--- src/rtl/shift_unit_seq_if.sv ---
// Request/response bundle for the multicycle shift/rotate unit.
// The sequencer drives the master side; shift_unit_seq sits on the slave side.
interface shift_unit_seq_if #(
  parameter int DATA_W = 32,
  parameter int N_SRC  = 4,
  parameter int SEL_W  = 2
);
  localparam int SHAMT_W = $clog2(DATA_W);

  logic                       start;
  logic [2:0]                 op;
  logic [SEL_W-1:0]           shamt_sel;
  logic [N_SRC*SHAMT_W-1:0]   shamt_src;
  logic [DATA_W-1:0]          data_in;
  logic                       busy;
  logic                       done;
  logic [DATA_W-1:0]          data_out;

  modport master (
    output start, op, shamt_sel, shamt_src, data_in,
    input  busy, done, data_out
  );

  modport slave (
    input  start, op, shamt_sel, shamt_src, data_in,
    output busy, done, data_out
  );
endinterface

--- src/rtl/shift_unit_seq.sv ---
// Multicycle shift/rotate unit: picks a shift amount from N_SRC sources,
// then shifts the latched operand by up to STEP bits per clock.
// IDLE -> SHIFT (busy) -> DONE (one-cycle done pulse) -> IDLE, with
// back-to-back starts accepted in DONE.
module shift_unit_seq #(
  parameter int DATA_W = 32,
  parameter int N_SRC  = 4,
  parameter int SEL_W  = 2,
  parameter int STEP   = 1
) (
  input  logic             clk,
  input  logic             reset,
  shift_unit_seq_if.slave  bus
);
  localparam int SHAMT_W = $clog2(DATA_W);
  // The remaining count never exceeds DATA_W-1, so a larger STEP behaves
  // exactly like DATA_W-1 and the clamped value fits in SHAMT_W bits.
  localparam int STEP_C = (STEP >= DATA_W) ? DATA_W - 1 : STEP;
  localparam logic [SHAMT_W-1:0] STEP_S = SHAMT_W'(STEP_C);

  typedef enum logic [1:0] {IDLE, SHIFT, DONE} state_t;

  state_t              state, state_nxt;
  logic [2:0]          op_q;
  logic [SHAMT_W-1:0]  rem;
  logic [SHAMT_W-1:0]  amt;
  logic [SHAMT_W-1:0]  step;
  logic [SHAMT_W:0]    back;
  logic [DATA_W-1:0]   result_q;
  logic [DATA_W-1:0]   shifted;
  logic [SEL_W-1:0]    sel;
  logic                accept;
  logic                pass;

  assign sel    = bus.shamt_sel;
  assign accept = bus.start && (state != SHIFT);
  // Zero amount and op codes 5-7 complete without entering SHIFT.
  assign pass   = (amt == '0) || (bus.op > 3'd4);

  assign bus.busy     = (state == SHIFT);
  assign bus.done     = (state == DONE);
  assign bus.data_out = result_q;

  // Amount mux; selectors past the last source yield zero.
  always_comb begin
    amt = '0;
    for (int i = 0; i < N_SRC; i++)
      if (int'(sel) == i) amt = bus.shamt_src[i*SHAMT_W +: SHAMT_W];
  end

  // One shift step of min(STEP, rem) bits on the working register.
  always_comb begin
    step = (rem > STEP_S) ? STEP_S : rem;
    back = (SHAMT_W+1)'(DATA_W) - {1'b0, step};
    case (op_q)
      3'd0:    shifted = result_q << step;
      3'd1:    shifted = result_q >> step;
      3'd2:    shifted = $signed(result_q) >>> step;
      3'd3:    shifted = (result_q >> step) | (result_q << back);
      3'd4:    shifted = (result_q << step) | (result_q >> back);
      default: shifted = result_q;
    endcase
  end

  // State register.
  always_ff @(posedge clk or negedge reset) begin
    if (!reset) state <= IDLE;
    else        state <= state_nxt;
  end

  // Next-state logic; SHIFT ends on the step that drains the count.
  always_comb begin
    state_nxt = state;
    case (state)
      IDLE, DONE: state_nxt = accept ? (pass ? DONE : SHIFT) : IDLE;
      SHIFT:      if (rem == step) state_nxt = DONE;
      default:    state_nxt = IDLE;
    endcase
  end

  // Operand/op/count capture on start, stepwise update while shifting.
  always_ff @(posedge clk or negedge reset) begin
    if (!reset) begin
      result_q <= '0;
      op_q     <= '0;
      rem      <= '0;
    end else if (accept) begin
      result_q <= bus.data_in;
      op_q     <= bus.op;
      rem      <= pass ? '0 : amt;
    end else if (state == SHIFT) begin
      result_q <= shifted;
      rem      <= rem - step;
    end
  end
endmodule

--- src/flat_wrapper.sv ---
// flat-port wrapper written by rule: the top's interface ports become plain ports
module shift_unit_seq_flat 
#(
  parameter int DATA_W = 32,
  parameter int N_SRC  = 4,
  parameter int SEL_W  = 2,
  parameter int STEP   = 1
)
  (clk, reset, bus_start, bus_op, bus_shamt_sel, bus_shamt_src, bus_data_in, bus_busy, bus_done, bus_data_out);
  shift_unit_seq_if #(.DATA_W(DATA_W), .N_SRC(N_SRC), .SEL_W(SEL_W)) bus_i ();
  input  logic clk;
  input  logic reset;
  input wire logic [$bits(bus_i.start)-1:0] bus_start;
  input wire logic [$bits(bus_i.op)-1:0] bus_op;
  input wire logic [$bits(bus_i.shamt_sel)-1:0] bus_shamt_sel;
  input wire logic [$bits(bus_i.shamt_src)-1:0] bus_shamt_src;
  input wire logic [$bits(bus_i.data_in)-1:0] bus_data_in;
  output wire logic [$bits(bus_i.busy)-1:0] bus_busy;
  output wire logic [$bits(bus_i.done)-1:0] bus_done;
  output wire logic [$bits(bus_i.data_out)-1:0] bus_data_out;
  assign bus_i.start = bus_start;
  assign bus_i.op = bus_op;
  assign bus_i.shamt_sel = bus_shamt_sel;
  assign bus_i.shamt_src = bus_shamt_src;
  assign bus_i.data_in = bus_data_in;
  assign bus_busy = bus_i.busy;
  assign bus_done = bus_i.done;
  assign bus_data_out = bus_i.data_out;
  shift_unit_seq #(.DATA_W(DATA_W), .N_SRC(N_SRC), .SEL_W(SEL_W), .STEP(STEP)) u_core (.clk(clk), .reset(reset), .bus(bus_i));
endmodule
--- config.mk ---
export PLATFORM = sky130hd
export DESIGN_NAME = shift_unit_seq_flat
export DESIGN_NICKNAME = d
export VERILOG_FILES = /design/src/rtl/shift_unit_seq_if.sv /design/src/rtl/shift_unit_seq.sv /design/src/flat_wrapper.sv
export SDC_FILE = /design/constraint.sdc
export NUM_CORES = 1
export LEC_CHECK = 0
export ABC_AREA = 1
export CORE_UTILIZATION = 40
export DETAILED_ROUTE_END_ITERATION = 8
export HOLD_SLACK_MARGIN = 0.06
export PLACE_DENSITY = 0.64
export SYNTH_ARGS = -nofsm -noshare
export SYNTH_HDL_FRONTEND = slang
export SYNTH_SLANG_ARGS = --single-unit
export TNS_END_PERCENT = 100
--- constraint.sdc ---
create_clock -name clk -period 2.73 [get_ports clk]
set_clock_uncertainty 0.05 [all_clocks]
set_input_delay 0.6825 -clock clk [delete_from_list [all_inputs] [get_ports clk]]
set_output_delay 0.6825 -clock clk [all_outputs]
set_load 0.01 [all_outputs]
==> results of run 1 <==
## cells by family (layout without fill, tap and decap cells)
family                   Yosys count  count (layout)
AND/OR/NAND/NOR                  385             385
adder cells (fa/ha/maj)            2               2
XOR/XNOR                           1               1
buffers and inverters            121             206
flip-flops                        42              42
AO/OA/AOI/OAI                    168             168
other                              1               1
## power by group
group	internal, mW	switching, mW	total, mW
registers	0.945	0.323	1.27
logic	1.72	2.91	4.63
clock network	0.274	0.261	0.535
total	2.94	3.49	6.44
## sequential cells by signal, indices dropped and copies added, names as in the netlist
register	count
u_core.op_q	3
u_core.state	2
u_core.bus.data_out	32
u_core.rem	5
## per-layer routing
layer	share of wire [%]	GRT usage, %	vias to the layer above
li1	-	-	2572
met1	44	40.8	2477
met2	45	48.6	241
met3	7.6	4.76	37
met4	2.8	10.7	0
met5	0	0	-
## through the flow
step           util [%]  cells  setup WS, ns
4_1_cts            52.8    941         0.244
2_1_floorplan         -    720         0.211
3_5_place_dp       51.7    933         0.116
5_1_grt            52.8    941        0.0526
6_report           52.8    941         0.215
3_3_place_gp       51.7    933         0.204
## worst paths after layout
| check | endpoint | slack, ns | cells past startpoint |
|---|---|---|---|
| max in group asynchronous | u_core.bus.data_out[22] | 1.81 | 2 |
| min in group clk | u_core.state[0] | 0.46 | 1 |
| worst max register to register | u_core.bus.data_out[4] | 0.22 | 12 |
| worst min register to register | u_core.state[0] | 0.46 | 1 |
| worst max-delay path | u_core.bus.data_out[4] | 0.22 | 12 |
| worst min-delay path | u_core.bus.data_out[5] | 0.29 | 1 |
## area by class of cell
class	count	area, um2	area share [%]
multi-input cells	557	2700	49.4
repair buffers	117	1130	20.7
flip-flops and latches	42	1050	19.2
inverters	81	308	5.62
well taps	136	170	3.11
clock buffers	6	72.6	1.33
clock inverters	2	37.5	0.686
## worst register-to-register path, cell delays in order (launching register included)
cell	delay [ns]
dfrtp_1	0.48
nor2_8	0.25
nand2_4	0.11
nor2_8	0.10
ha_1	0.31
nand2_4	0.10
clkinv_2	0.16
nand2_2	0.12
inv_2	0.25
nand3_1	0.14
a41oi_1	0.19
o21ai_0	0.10
o21ai_0	0.08
## cell usage in the layout, fill, tap and decap left out, types with 3 or more instances in the layout
master	netlist	final
a21oi_1	28	28
inv_1	64	64
nand4_1	23	23
a22oi_1	3	3
nand3_1	61	61
buf_4	2	22
o21ai_1	57	57
o21ai_0	40	40
o22ai_1	3	3
a31oi_1	4	4
inv_2	14	14
nand2_2	9	10
clkbuf_8	0	5
dfrtp_1	42	42
clkdlybuf4s50_1	0	92
o2111ai_1	5	5
nand2_1	237	236
o211ai_1	18	18
nor2_1	42	42
==> reports/qor.txt, run 1 <==
Die width: 106 um
Yosys warnings: 0
Post-synth top area share: 24.5%
Port-buffer cells: 93
Pre-Repair DR Iteration Count: 6
Vias: 5327
Die area: 11100 um2
Max incr delay on CP: 0.48 ns
CP top delay family: simple AND/OR/NAND/NOR gates
CTS tree: done
Register area share after synthesis: 24.5%
Max Freq: 398 MHz
Crit start category: flip-flop
Synth Net Count: 782
Buffer and inverter count on the worst path: 2
Status: complete, no violations
Post-Synth Simple-Gate Area: 39.7%
EDFF count, synth: 0
CP max FO: 13
Post-CTS setup buffers: 0
Tcrit/Tclk final: 92.1%
WL/cell: 17.4 um
Number of global-route vias before repair: 4978
Max Buffers Root-to-Sink: 2
Asr flop ratio synth: 100%
CP startpoint: u_core.rem[1]
Largest net degree at the start of global routing: 33
Largest family of logic cells by synthesized area: simple AND/OR/NAND/NOR gates
Tightest hold margin: 0.286 ns
Num rows: 37
Post-Synth XOR/XNOR Area: 0.204%
Antenna viol nets, final: 0
Synth Area in Compound Gates: 22.4%
Worst-Margin Slew: 0.569 ns
RSZ-0062 raised after global routing: false
Hold buffers post-CTS: 0
Critical Path Slowest Stage Cell: dfrtp_1
Top post-synthesis cells by count: nand2_1 (237), inv_1 (64), nand3_1 (61)
DR iter-0 viols: 461
Antenna diodes: 0
Post-route setup TNS: 0 ns
Core Area: 10400 um2
Reg2Reg Launch Point: u_core.rem[1]
Area delta synth->final: 27.6%
Crit-path cells: nor2_8 -> nand2_4 -> nor2_8 -> ha_1 -> nand2_4 -> clkinv_2 -> nand2_2 -> inv_2 -> nand3_1 -> a41oi_1 -> o21ai_0 -> o21ai_0
Flip-flop and latch count after synthesis: 42
Ports: 94
Fillcell total: 1115
Max rail drop VDD: 0.520 mV
Max-cap violations: 0
Post-Synth Adder-Cell Area: 0.583%
Critical path arrival: 2.71 ns
Share of layout cells above drive strength 1: 8.94%
Final Max Tran Viols: 0
Crit path capture type: flip-flop
Slew headroom: 62.1%
Worst path required time: 2.92 ns
Mapped cell area: 4290 um2
Antenna violations before repair: 0
Final Setup Violations: 0
Post-synthesis mux area share: 0%
Leak: 2.59 nW
Clk_lat worst skew: 0.32 ns
Routed WL: 16400 um
Final net count: 866
Largest area contributor in the netlist: dfrtp_1
Count leader, synth: nand2_1
Pwr dens: 1180 nW/um2
Hold Crit Class: in -> async
DP Area: 5360 um2
Global route overflow: 0
Level count of the clock H-tree: 2
Number of distinct library cells after synthesis: 44
Detailed placement HPWL: 12700 um
Mapped Avg Cell Area: 5.96 um2
Die Y: 106 um
Min cycle time layout: 2.51 ns
PostCTS Resize Cnt: 0
Fin area: 5470 um2
Clock slew at reported path FFs: 0.09 ns
Starting Density: 41.4%
Gpl congestion: 0.944
Tot GR Track Use: 30.2%
Drt drc: 0
First-pass GRT wire length: 26200 um
Pwr Total: 6.44 mW
Synth Instances: 720
Ranking of synthesized cells by area: dfrtp_1 (24%), nand2_1 (21%), nand3_1 (7.1%)
Top FF cell, synth: dfrtp_1
Hold Fails Final Rpt: 0
Root Driver: clkbuf_8
TritonCTS Buffers: 5
Number of vias per cell: 5.66
CP Class: reg -> reg
CTS Sinks: 42
(Power assumes the default switching activity.)
==> run 2: changes to the inputs <==
--- a/config.mk
+++ b/config.mk
@@ -6,10 +6,12 @@
 export NUM_CORES = 1
 export LEC_CHECK = 0
 export ABC_AREA = 1
+export CAP_MARGIN = 10
 export CORE_UTILIZATION = 40
 export DETAILED_ROUTE_END_ITERATION = 8
 export HOLD_SLACK_MARGIN = 0.06
 export PLACE_DENSITY = 0.64
+export SETUP_SLACK_MARGIN = 0.15
 export SYNTH_ARGS = -nofsm -noshare
 export SYNTH_HDL_FRONTEND = slang
 export SYNTH_SLANG_ARGS = --single-unit
==> run 2 against run 1 <==
Against the previous run:
- sequential share of layout area about the same
- sequential power about the same
- critical path type unchanged
- via count up 1.5%
- largest power group unchanged
- clock power up 0.9%
==> reports/qor.txt, run 2 (synthesized netlist as in run 1, its figures left out) <==
Hold Crit Class: in -> async
Grt met2 use: 48.6%
Final Max Tran Viols: 0
Worst-Margin Slew: 0.574 ns
Max Buffers Root-to-Sink: 2
Level count of the clock H-tree: 2
Port-buffer cells: 93
Max incr delay on CP: 0.48 ns
Commonest non-fill, non-tap cell in the layout: nand2_1
Final Setup Violations: 0
CP max FO: 19
Root Driver: clkbuf_8
Pwr dens: 1180 nW/um2
Area delta synth->final: 27.9%
Num rows: 37
WL/cell: 17.8 um
Leak: 2.58 nW
Number of vias per cell: 5.74
Most used cell, CP: nand2_1
First-pass GRT wire length: 26200 um
Starting Density: 41.4%
Max Freq: 408 MHz
Largest net degree at the start of global routing: 33
Drt drc: 0
CP top delay family: simple AND/OR/NAND/NOR gates
Vias: 5406
Core Area: 10400 um2
Post-CTS setup buffers: 0
Crit path capture type: flip-flop
Status: complete, no violations
Critical Path Slowest Stage Cell: dfrtp_1
RSZ-0062 raised after global routing: true
Ports: 94
Clk_lat worst skew: 0.32 ns
Post-route setup TNS: 0 ns
Hold Fails Final Rpt: 0
Worst path required time: 2.95 ns
Routed WL: 16800 um
DR iter-0 viols: 521
Number of global-route vias before repair: 4978
Antenna viol nets, final: 0
Critical path arrival: 2.67 ns
Buffer and inverter count on the worst path: 2
Antenna violations before repair: 0
Largest register FFs: 32
Detailed placement HPWL: 12700 um
GR Util met1: 40.8%
Clock slew at reported path FFs: 0.09 ns
CTS tree: done
Die Y: 106 um
Crit start category: flip-flop
Share of layout cells above drive strength 1: 9.18%
Max-cap violations: 0
CP Class: reg -> reg
Antenna diodes: 0
Tcrit/Tclk final: 89.9%
Max rail drop VDD: 0.528 mV
Crit-path cells: nor2_8 -> nand2_4 -> nor2_8 -> ha_2 -> inv_2 -> buf_4 -> nand3_1 -> nand2_1 -> nand2_1 -> nand2_1 -> o21ai_1 -> nand2_1 -> nand2_1 -> nand2_1 -> nand2_1 -> nand2_1
Most frequent cells in the layout: nand2_1 (236), clkdlybuf4s50_1 (92), inv_1 (64)
Global route overflow: 0
Placed Cells incl. Taps: 933
Met3 Track Usage GR: 4.76%
Die area: 11100 um2
TritonCTS Buffers: 5
Gpl congestion: 0.944
Post-route insts no fill: 942
Min cycle time layout: 2.45 ns
Final net count: 867
Die width: 106 um
Slew headroom: 61.7%
Pre-Repair DR Iteration Count: 5
Tot GR Track Use: 30.2%
Grt peak-use layer: met2
CTS Sinks: 42
-- run 2: changes by cell type in the layout (fill, tap and decap cells not counted), sizes merged --
| cell | before | now |
|---|---|---|
| inv | 79 | 78 |
| nand3 | 62 | 63 |
| clkinv | 2 | 3 |
-- run 2: final cells by class --
class / count / area (um2)
clock inverter: 2 / 37.5
fill: 1113 / 4880
inverter: 81 / 309
multi-input combinational: 558 / 2720
timing repair buffer: 117 / 1130
tap: 136 / 170
sequential: 42 / 1050
clock buffer: 6 / 72.6
-- run 2: report_power, final --
| group | internal (mW) | total [mW] | leakage (nW) | switching [mW] |
|---|---|---|---|---|
| Clock | 0.274 | 0.540 | 0.0514 | 0.267 |
| Sequential | 0.945 | 1.27 | 0.502 | 0.328 |
| Combinational | 1.73 | 4.67 | 2.03 | 2.94 |
-- run 2: worst register-to-register path, delay by kind of cell (launching register included) --
| kind | cells | cell delay, ns |
|---|---|---|
| buf+inv | 2 | 0.31 |
| simple gates | 12 | 1.21 |
| compound gates | 1 | 0.05 |
| flops | 1 | 0.48 |
| fa+ha+maj | 1 | 0.29 |
-- run 2: repair_timing --
| action | in CTS | in global routing |
|---|---|---|
| gates resized for setup | 0 | 2 |
| hold buffers | 0 | 0 |
| setup endpoints to repair | 0 | 6 |
-- run 2: per-layer routing --
layer	up-vias	routed length, um
li1	2584	-
met1	2530	7450
met2	257	7640
met3	35	1220
met4	0	466
met5	-	0
-- run 2: through the flow --
| stage | setup slack [ns] | power (mW) | cell area (um2) | utilization, % | hold slack, ns |
|---|---|---|---|---|---|
| global route | 0.117 | 7.02 | 5490 | 52.9 | 0.335 |
| detailed placement | 0.116 | 5.85 | 5360 | 51.7 | 0.453 |
| floorplan | 0.211 | 4.22 | 4290 | - | 0.337 |
| global placement | 0.204 | 5.82 | 5360 | 51.7 | 0.441 |
| CTS | 0.244 | 6.42 | 5470 | 52.8 | 0.313 |
| finish | 0.277 | 6.49 | 5490 | 52.9 | 0.287 |
-- run 2: final timing paths --
path	start	endpoint	slack, ns	depth (start not counted)
max	u_core.rem[1]	u_core.bus.data_out[16]	0.28	16
min	reset	u_core.bus.data_out[5]	0.29	1
max reg2reg	u_core.rem[1]	u_core.bus.data_out[16]	0.28	16
min reg2reg	u_core.state[0]	u_core.state[0]	0.46	1
max in group asynchronous	reset	u_core.bus.data_out[22]	1.81	2
min in group clk	u_core.state[0]	u_core.state[0]	0.46	1
